--- src/rtl/mod3_pkg.sv ---
// Shared types and helpers for the bit-serial modulo-3 framer.
package mod3_pkg;

  localparam int unsigned DEFAULT_WIDTH = 8;

  typedef enum logic [1:0] {
    R0 = 2'd0,
    R1 = 2'd1,
    R2 = 2'd2
  } residue_t;

  // One step of the MSB-first residue recurrence: next = (2*r + b) mod 3.
  function automatic residue_t mod3_next(residue_t r, logic b);
    residue_t n;
    n = R0;
    case (r)
      R0:      n = b ? R1 : R0;
      R1:      n = b ? R0 : R2;
      R2:      n = b ? R2 : R1;
      default: n = R0;
    endcase
    return n;
  endfunction

endpackage

--- src/rtl/mod3_residue_fsm.sv ---
// Running modulo-3 residue of an MSB-first bit stream.
module mod3_residue_fsm
  import mod3_pkg::*;
(
  input  logic       clk,
  input  logic       rst_n,
  input  logic       clear,
  input  logic       step,
  input  logic       bit_in,
  output logic [1:0] residue
);

  residue_t state;
  residue_t state_nxt;

  always_ff @(posedge clk) begin
    if (!rst_n) begin
      state <= R0;
    end else begin
      state <= state_nxt;
    end
  end

  // clear restarts from R0; a simultaneous step advances from that fresh R0
  always_comb begin
    state_nxt = state;
    if (clear) begin
      state_nxt = step ? mod3_next(R0, bit_in) : R0;
    end else if (step) begin
      state_nxt = mod3_next(state, bit_in);
    end
  end

  assign residue = state;

endmodule

--- src/rtl/serial_mod3_framer.sv ---
// Assembles MSB-first serial bits into words and emits each word with its
// modulo-3 residue through a one-entry valid/ready output buffer.
module serial_mod3_framer
  import mod3_pkg::*;
#(
  parameter int unsigned WIDTH = DEFAULT_WIDTH,
  parameter int unsigned CNT_W = 16
) (
  input  logic             clk,
  input  logic             rst_n,
  input  logic             bit_in,
  input  logic             bit_valid,
  output logic             bit_ready,
  input  logic             frame_sync,
  output logic [WIDTH-1:0] word_out,
  output logic [1:0]       residue,
  output logic             div3,
  output logic             word_valid,
  input  logic             word_ready,
  output logic [CNT_W-1:0] div3_count
);

  localparam int unsigned BIT_CW = (WIDTH > 2) ? $clog2(WIDTH) : 1;
  localparam logic [BIT_CW-1:0] LAST_IDX = BIT_CW'(WIDTH - 1);

  logic [BIT_CW-1:0] cnt;
  logic [WIDTH-1:0]  shreg;
  logic [1:0]        fsm_res;
  residue_t          res_post;
  logic              at_last;
  logic              accept;
  logic              complete;
  logic              consume;
  logic              fsm_clear;
  logic              fsm_step;

  assign at_last   = (cnt == LAST_IDX);
  assign bit_ready = rst_n && !(at_last && word_valid && !word_ready);
  assign accept    = bit_valid && bit_ready;
  assign complete  = accept && at_last && !frame_sync;
  assign consume   = word_valid && word_ready;
  assign res_post  = mod3_next(residue_t'(fsm_res), bit_in);

  // Completion returns the FSM to R0 without stepping; frame_sync may step from R0
  assign fsm_clear = frame_sync || complete;
  assign fsm_step  = accept && !complete;

  mod3_residue_fsm u_fsm (
    .clk     (clk),
    .rst_n   (rst_n),
    .clear   (fsm_clear),
    .step    (fsm_step),
    .bit_in  (bit_in),
    .residue (fsm_res)
  );

  always_ff @(posedge clk) begin
    if (!rst_n) begin
      cnt   <= '0;
      shreg <= '0;
    end else if (frame_sync) begin
      cnt   <= accept ? BIT_CW'(1) : '0;
      shreg <= accept ? WIDTH'(bit_in) : '0;
    end else if (complete) begin
      cnt   <= '0;
      shreg <= '0;
    end else if (accept) begin
      cnt   <= cnt + BIT_CW'(1);
      shreg <= {shreg[WIDTH-2:0], bit_in};
    end
  end

  // A completing word can only be accepted when the buffer is empty or draining
  always_ff @(posedge clk) begin
    if (!rst_n) begin
      word_valid <= 1'b0;
      word_out   <= '0;
      residue    <= 2'd0;
      div3       <= 1'b1;
    end else if (complete) begin
      word_valid <= 1'b1;
      word_out   <= {shreg[WIDTH-2:0], bit_in};
      residue    <= res_post;
      div3       <= (res_post == R0);
    end else if (consume) begin
      word_valid <= 1'b0;
    end
  end

  always_ff @(posedge clk) begin
    if (!rst_n) begin
      div3_count <= '0;
    end else if (consume && div3 && (div3_count != '1)) begin
      div3_count <= div3_count + CNT_W'(1);
    end
  end

endmodule

--- config.mk ---
export PLATFORM = sky130hd
export DESIGN_NAME = serial_mod3_framer
export DESIGN_NICKNAME = d
export VERILOG_FILES = /design/src/rtl/mod3_pkg.sv /design/src/rtl/mod3_residue_fsm.sv /design/src/rtl/serial_mod3_framer.sv
export SDC_FILE = /design/constraint.sdc
export NUM_CORES = 1
export LEC_CHECK = 0
export BUFFER_PORTS_ARGS = -buffer_cell sky130_fd_sc_hd__buf_2
export CORE_MARGIN = 3
export CORE_UTILIZATION = 30
export DETAILED_ROUTE_END_ITERATION = 12
export GPL_TIMING_DRIVEN = 0
export PLACE_DENSITY_LB_ADDON = 0.3
export REMOVE_ABC_BUFFERS = 1
export SETUP_SLACK_MARGIN = 0.5
export SLEW_MARGIN = 20
export SYNTH_ARGS = -nofsm -noshare
export SYNTH_HDL_FRONTEND = slang
export SYNTH_HIERARCHICAL = 1
export SYNTH_SLANG_ARGS = --single-unit
--- constraint.sdc ---
create_clock -name clk -period 2.2 [get_ports clk]
set_input_delay 0.22 -clock clk [delete_from_list [all_inputs] [get_ports clk]]
set_output_delay 0.22 -clock clk [all_outputs]
set_load 0.01 [all_outputs]
Word level (Yosys, flattened, before mapping). Index checks and enable logic that the tools add are counted.

Register bits: 40. Bits in latches: 0. Memory bits (writable): 0. ROM bits: 0. Input port bits: 6. Output and inout bits: 29. Memories kept: 0.

$add $sub $neg: 2. $mul: 0. Div/mod/pow operators: 0. Order comparisons: 0. Equality and inequality tests: 4. Shift operators: 0. Muxes and demuxes: 17. Bitwise gates (word level): 0. Reduce and logical (&&, ||, !) cells: 20.

Operators by type and width (count): $mux W7 (3); $add A16 B1 Y16 const B (1); $ne A16 B16 Y1 const B (1); $logic_and A1 B1 Y1 (10); $mux W2 (5); $mux W3 (3); $pmux W2 S3 (1); $mux W1 (5); $logic_not A1 Y1 (4); $logic_not A2 Y1 (2); $reduce_bool A2 Y1 (2); $add A3 B1 Y3 const B (1); $eq A3 B3 Y1 const B (1); $reduce_bool A3 Y1 (1); $eq A2 B1 Y1 const B (1); $eq A2 B2 Y1 const B (1); $logic_or A1 B1 Y1 (1).

Logic depth before layout (Yosys ltp).
Depth after elaboration: 12. Mapped depth: 9. Depth with buffers taken out: 8.

Modules after synthesis. The synthesis kept the hierarchy.

Modules (own cells, without submodules): serial_mod3_framer (times used 1, cells each 209, area an instance 1760.4 um2, sequential area each 760.7 um2); mod3_residue_fsm (times used 1, cells each 14, area an instance 122.6 um2, sequential area each 40.0 um2).

Worst setup path after synthesis. No wires, ideal clock.

Path kind: register to register. Start point: register cnt[0]. End point: register u_fsm.state[0], in the netlist u_fsm/residue[0]. Setup time: 0.058 ns. Arrival time: 2.061 ns. Required time: 2.142 ns. Slack: 0.081 ns. Stages on the path, launching flop included: 10. Buffers on the path: 1. Clock period less this slack: 2.119 ns. Path through: dfxtp_1 -> ha_1 -> ha_1 -> nand3b_1 -> and3_1 -> clkbuf_1 -> a21o_1 -> or4b_1 -> a31oi_1 -> o21a_1.

RTL lines: start: declaration (RTL line serial_mod3_framer.sv:26) `logic [BIT_CW-1:0] cnt;`; start signal: assignment (RTL line serial_mod3_framer.sv:62) `cnt <= accept ? BIT_CW'(1) : '0;`; start signal: assignment (RTL line serial_mod3_framer.sv:68) `cnt <= cnt + BIT_CW'(1);`; $eq A3 B3 Y1 (*) (RTL line serial_mod3_framer.sv:37) `assign at_last = (cnt == LAST_IDX);`; $logic_and A1 B1 Y1 (2 in a row) (RTL line serial_mod3_framer.sv:38) `assign bit_ready = rst_n && !(at_last && word_valid && !word_ready);`; $logic_not A1 Y1 (RTL line serial_mod3_framer.sv:38); $logic_and A1 B1 Y1 (RTL line serial_mod3_framer.sv:38); $logic_and A1 B1 Y1 (RTL line serial_mod3_framer.sv:39) `assign accept = bit_valid && bit_ready;`; $logic_and A1 B1 Y1 (*) (2 in a row) (RTL line serial_mod3_framer.sv:40) `assign complete = accept && at_last && !frame_sync;`; $logic_or A1 B1 Y1 (*) (RTL line serial_mod3_framer.sv:45) `assign fsm_clear = frame_sync || complete;`; via fsm_clear (RTL line serial_mod3_framer.sv:34) `logic fsm_clear;`; $mux W2 / $reduce_bool A2 Y1 (equally long branches); end signal: assignment (RTL line mod3_residue_fsm.sv:20) `state <= state_nxt;`; end: declaration (RTL line mod3_residue_fsm.sv:13) `residue_t state;`.

Mark *: on every way through the listed nets, which the timed path passes. The rest lies on a longest branch. A chain may end at the register's enable or synchronous reset.

Worst setup path after layout.
Start point: register cnt[0]. End point: register u_fsm.state[1], in the netlist u_fsm/residue[1].

Word-level cells in the longest chain between the ends: 11.

Ends and longest elaborated chain: $eq A3 B3 Y1 (*) (RTL line serial_mod3_framer.sv:37); $logic_and A1 B1 Y1 (2 in a row) (RTL line serial_mod3_framer.sv:38); $logic_not A1 Y1 (RTL line serial_mod3_framer.sv:38); $logic_and A1 B1 Y1 (RTL line serial_mod3_framer.sv:38); $logic_and A1 B1 Y1 (RTL line serial_mod3_framer.sv:39); $logic_and A1 B1 Y1 (2 in a row) (RTL line serial_mod3_framer.sv:40); $logic_not A1 Y1 (RTL line serial_mod3_framer.sv:46) `assign fsm_step = accept && !complete;`; $logic_and A1 B1 Y1 (*) (RTL line serial_mod3_framer.sv:46); via fsm_step (RTL line serial_mod3_framer.sv:35) `logic fsm_step;`; $reduce_bool A2 Y1 (no source line) (*).

Marked as above.

==> reports/results.tsv <==
stage	metric	value	unit
outcome	status	finished clean	
power_and_ir_drop	Sw Share	0.230	
synth	Post-Syn Area per Cell	8.44	um^2
power_and_ir_drop	Leakage	1.00	nW
floorplan	Die H	85.2	um
cts	Clock Pin Slew Worst Setup and Hold Paths	0.09	ns
placed_design	Final GP Congestion	0.740	
grt	GRT overflow	0	
synth	Synth Cell Area	1880	um^2
setup_path	Req. time, crit path	2.44	ns
synth	Syn Inst Count	223	
routing	drt via density	5.14	
layout	share of layout cells above drive strength 1	0.342	
synth	top-area cell type share of the netlist area	0.425	
power_and_ir_drop	Reg power frac	0.516	
timing	hold_ws	0.231	ns
timing	setup_tns	0	ns
timing	Setup WS post-layout	0.231	ns
power_and_ir_drop	Clock Power Share	0.435	
timing	Final Skew	0.0107	ns
cts	CTS tree	done	
floorplan	core area	5990	um^2
cts	htree depth	2	
placed_design	port bufs	34	
power_and_ir_drop	VDD IR max	0.000261	V
synth	largest cells by area after synthesis	dfxtp_1, nand2_1, nand3b_1, a21oi_1, o21ai_0	
timing	post-route minimum period	1.97	ns
floorplan	Initial Utilization	0.314	
grt	initial antenna violation count	0	
synth	Seq/Total Area, Yosys	0.425	
layout	Core Util, Final	0.429	
timing	final setup vio count	0	
grt	largest net degree at the start of global routing	26	
floorplan	Die Width	85.2	um
routing	Wirelength per Cell	13.7	um
timing	Rel. slew slack	0.636	
synth	Synth Register Bits	40	
synth	FFs w/ async S/R, synth	0	
layout	Syn-to-layout area delta	36.5	%
routing	number of routed nets with antenna violations	0	
placed_design	placement-stage worst setup slack	-0.729	ns
synth	Post-synth EDFFs	0	
routing	via count	1830	
timing	Max Fclk	0.508	GHz
floorplan	# IOs	35	
routing	First-pass DRT Iterations	4	
setup_path	startpoint types	register	
timing	crit share post-route	0.895	
cts	CTS root buf	clkbuf_8	
power_and_ir_drop	internal cell power	1.09	mW
cts	clock sink total	40	
timing	RSZ-0062 raised after global routing	true	
hold_path	Hold WC Path Type	in -> reg	
floorplan	row cnt	28	
power_and_ir_drop	Net Sw Power	0.325	mW
cts	CTS buffer count	5	
synth	leading area contributor after synthesis	dfxtp_1	
timing	Final Max Slew Viols	0	
routing	drt drc	0	
power_and_ir_drop	PwrDens	550	nW/um^2
synth	ys flop type	dfxtp_1	
placed_design	post-detail-place hpwl	2840	um
setup_path	CP max FO	3	
cts	deepest clock path buffer count	2	
routing	final WL	4880	um
layout	# diodes	0	
setup_path	CP arrival	2.21	ns
timing	actual slew at the worst max-slew pin	0.545	ns
setup_path	Critical Path End Type	register	
synth	Yosys warnings	6	
flow_run	maxcap violations	0	
power_and_ir_drop	Logic pwr share	0.049	
setup_path	Setup Crit Path Kind	reg -> reg	
layout	Post-layout nets	289	
synth	Cell variety after synth	43	
synth	Synth top cells by count	dfxtp_1, nand2_1, a21oi_1, o21ai_0	
placed_design	DP Cell Count	321	
cts	worst-skew pair later-pin latency	0.30	ns
grt	global-route wire length before repair	8160	um
timing	final hold viol count	0	
routing	initial DRC count	67	
synth	most frequent cell after synthesis	dfxtp_1	
grt	vias in the first global route	1719	
floorplan	die area	7260	um^2
grt	gr usage total	0.140	
layout	final non-filler cell total	356	
per-layer routing:
metal / global-route usage / up-vias / wire length (um)
li1: - / 920 / -
met1: 0.174 / 854 / 2210
met2: 0.232 / 51 / 2340
met3: 0.0350 / 5 / 276
met4: 0.0532 / 0 / 56
met5: 0 / - / 0
cells in the final DEF (no fill, tap or decap), types with 3 or more instances in the layout:
master,Yosys,layout
a21oi_1,16,14
o21ai_1,0,3
nor2_1,11,10
dfxtp_2,0,9
inv_1,8,7
nor4_1,4,3
buf_6,0,3
o31ai_1,4,4
nand2_1,37,37
o21ai_0,16,13
a31oi_1,5,5
nand2b_1,5,5
nand4_1,6,6
nand3_1,6,4
nand3b_1,11,11
buf_2,3,33
buf_4,0,23
mux2i_1,6,6
dfxtp_1,40,31
clkbuf_8,0,5
stage by stage:
stage                     total power, mW  instance area (um^2)
after CTS                            1.43                  2460
after global routing                 1.47                  2570
after detailed placement            0.799                  2100
after floorplan                     0.775                  1840
after global placement              0.798                  2100
final                                1.41                  2570
power by group through the flow:
stage	clock [mW]	combinational (mW)	sequential (mW)
5_1_grt	0.668	0.0771	0.730
6_report	0.614	0.0691	0.730
3_5_place_dp	0	0.0527	0.746
3_3_place_gp	0	0.0523	0.746
2_1_floorplan	0	0.0292	0.745
4_1_cts	0.636	0.0640	0.730
repair_timing:
action                                  4_1_cts  5_1_grt
pin swaps                                     8       10
hold buffers                                  0        0
resized for setup                            19       20
endpoints found under the hold margin         0        0
cloned                                        1        0
setup buffers                                19        7
endpoints found under the setup margin       33       24
kinds of logic (layout without fill, tap and decap cells):
family	after synthesis	count (layout)	share of synthesized area
AOI/OAI and AO/OA	53	53	0.170
xor gates and xnor gates	2	2	0.00930
adders and majority gates	3	3	0.0199
buffers and inverters	20	77	0.0425
DFF	40	40	0.425
muxes	6	6	0.0319
and+or+nand+nor	99	100	0.301
registers in the layout, indices dropped and copies added, names as in the netlist:
register and count:
word_valid 1, residue 2, div3_count 16, cnt 3, shreg 7, word_out 8
u_fsm/residue 2, div3 1
final timing paths:
kind                                  start               end  slack (ns)  cells past startpoint
worst max register to register       cnt[0]  u_fsm/residue[1]        0.23                     10
worst min register to register  word_out[3]       word_out[3]        0.45                      2
worst min-delay path                 bit_in       word_out[0]        0.23                      3
worst max-delay path                 cnt[0]  u_fsm/residue[1]        0.23                     10
critical path, cell delays in order, from the launching register on:
cell	delay, ns
dfxtp_2	0.36
ha_4	0.14
ha_4	0.13
nand3b_1	0.11
buf_6	0.15
nor4b_4	0.13
buf_4	0.16
nor2_4	0.09
inv_2	0.04
or4b_4	0.48
a21oi_2	0.12
final cells by class:
class / instances / area (um^2)
timing repair buffer: 60 / 392
sequential: 40 / 812
clock inverter: 3 / 42.5
multi-input combinational: 164 / 1130
inverter: 9 / 36.3
fill: 611 / 3420
tap: 75 / 93.8
clock buffer: 5 / 68.8
Power figures use the tool's default switching activity.
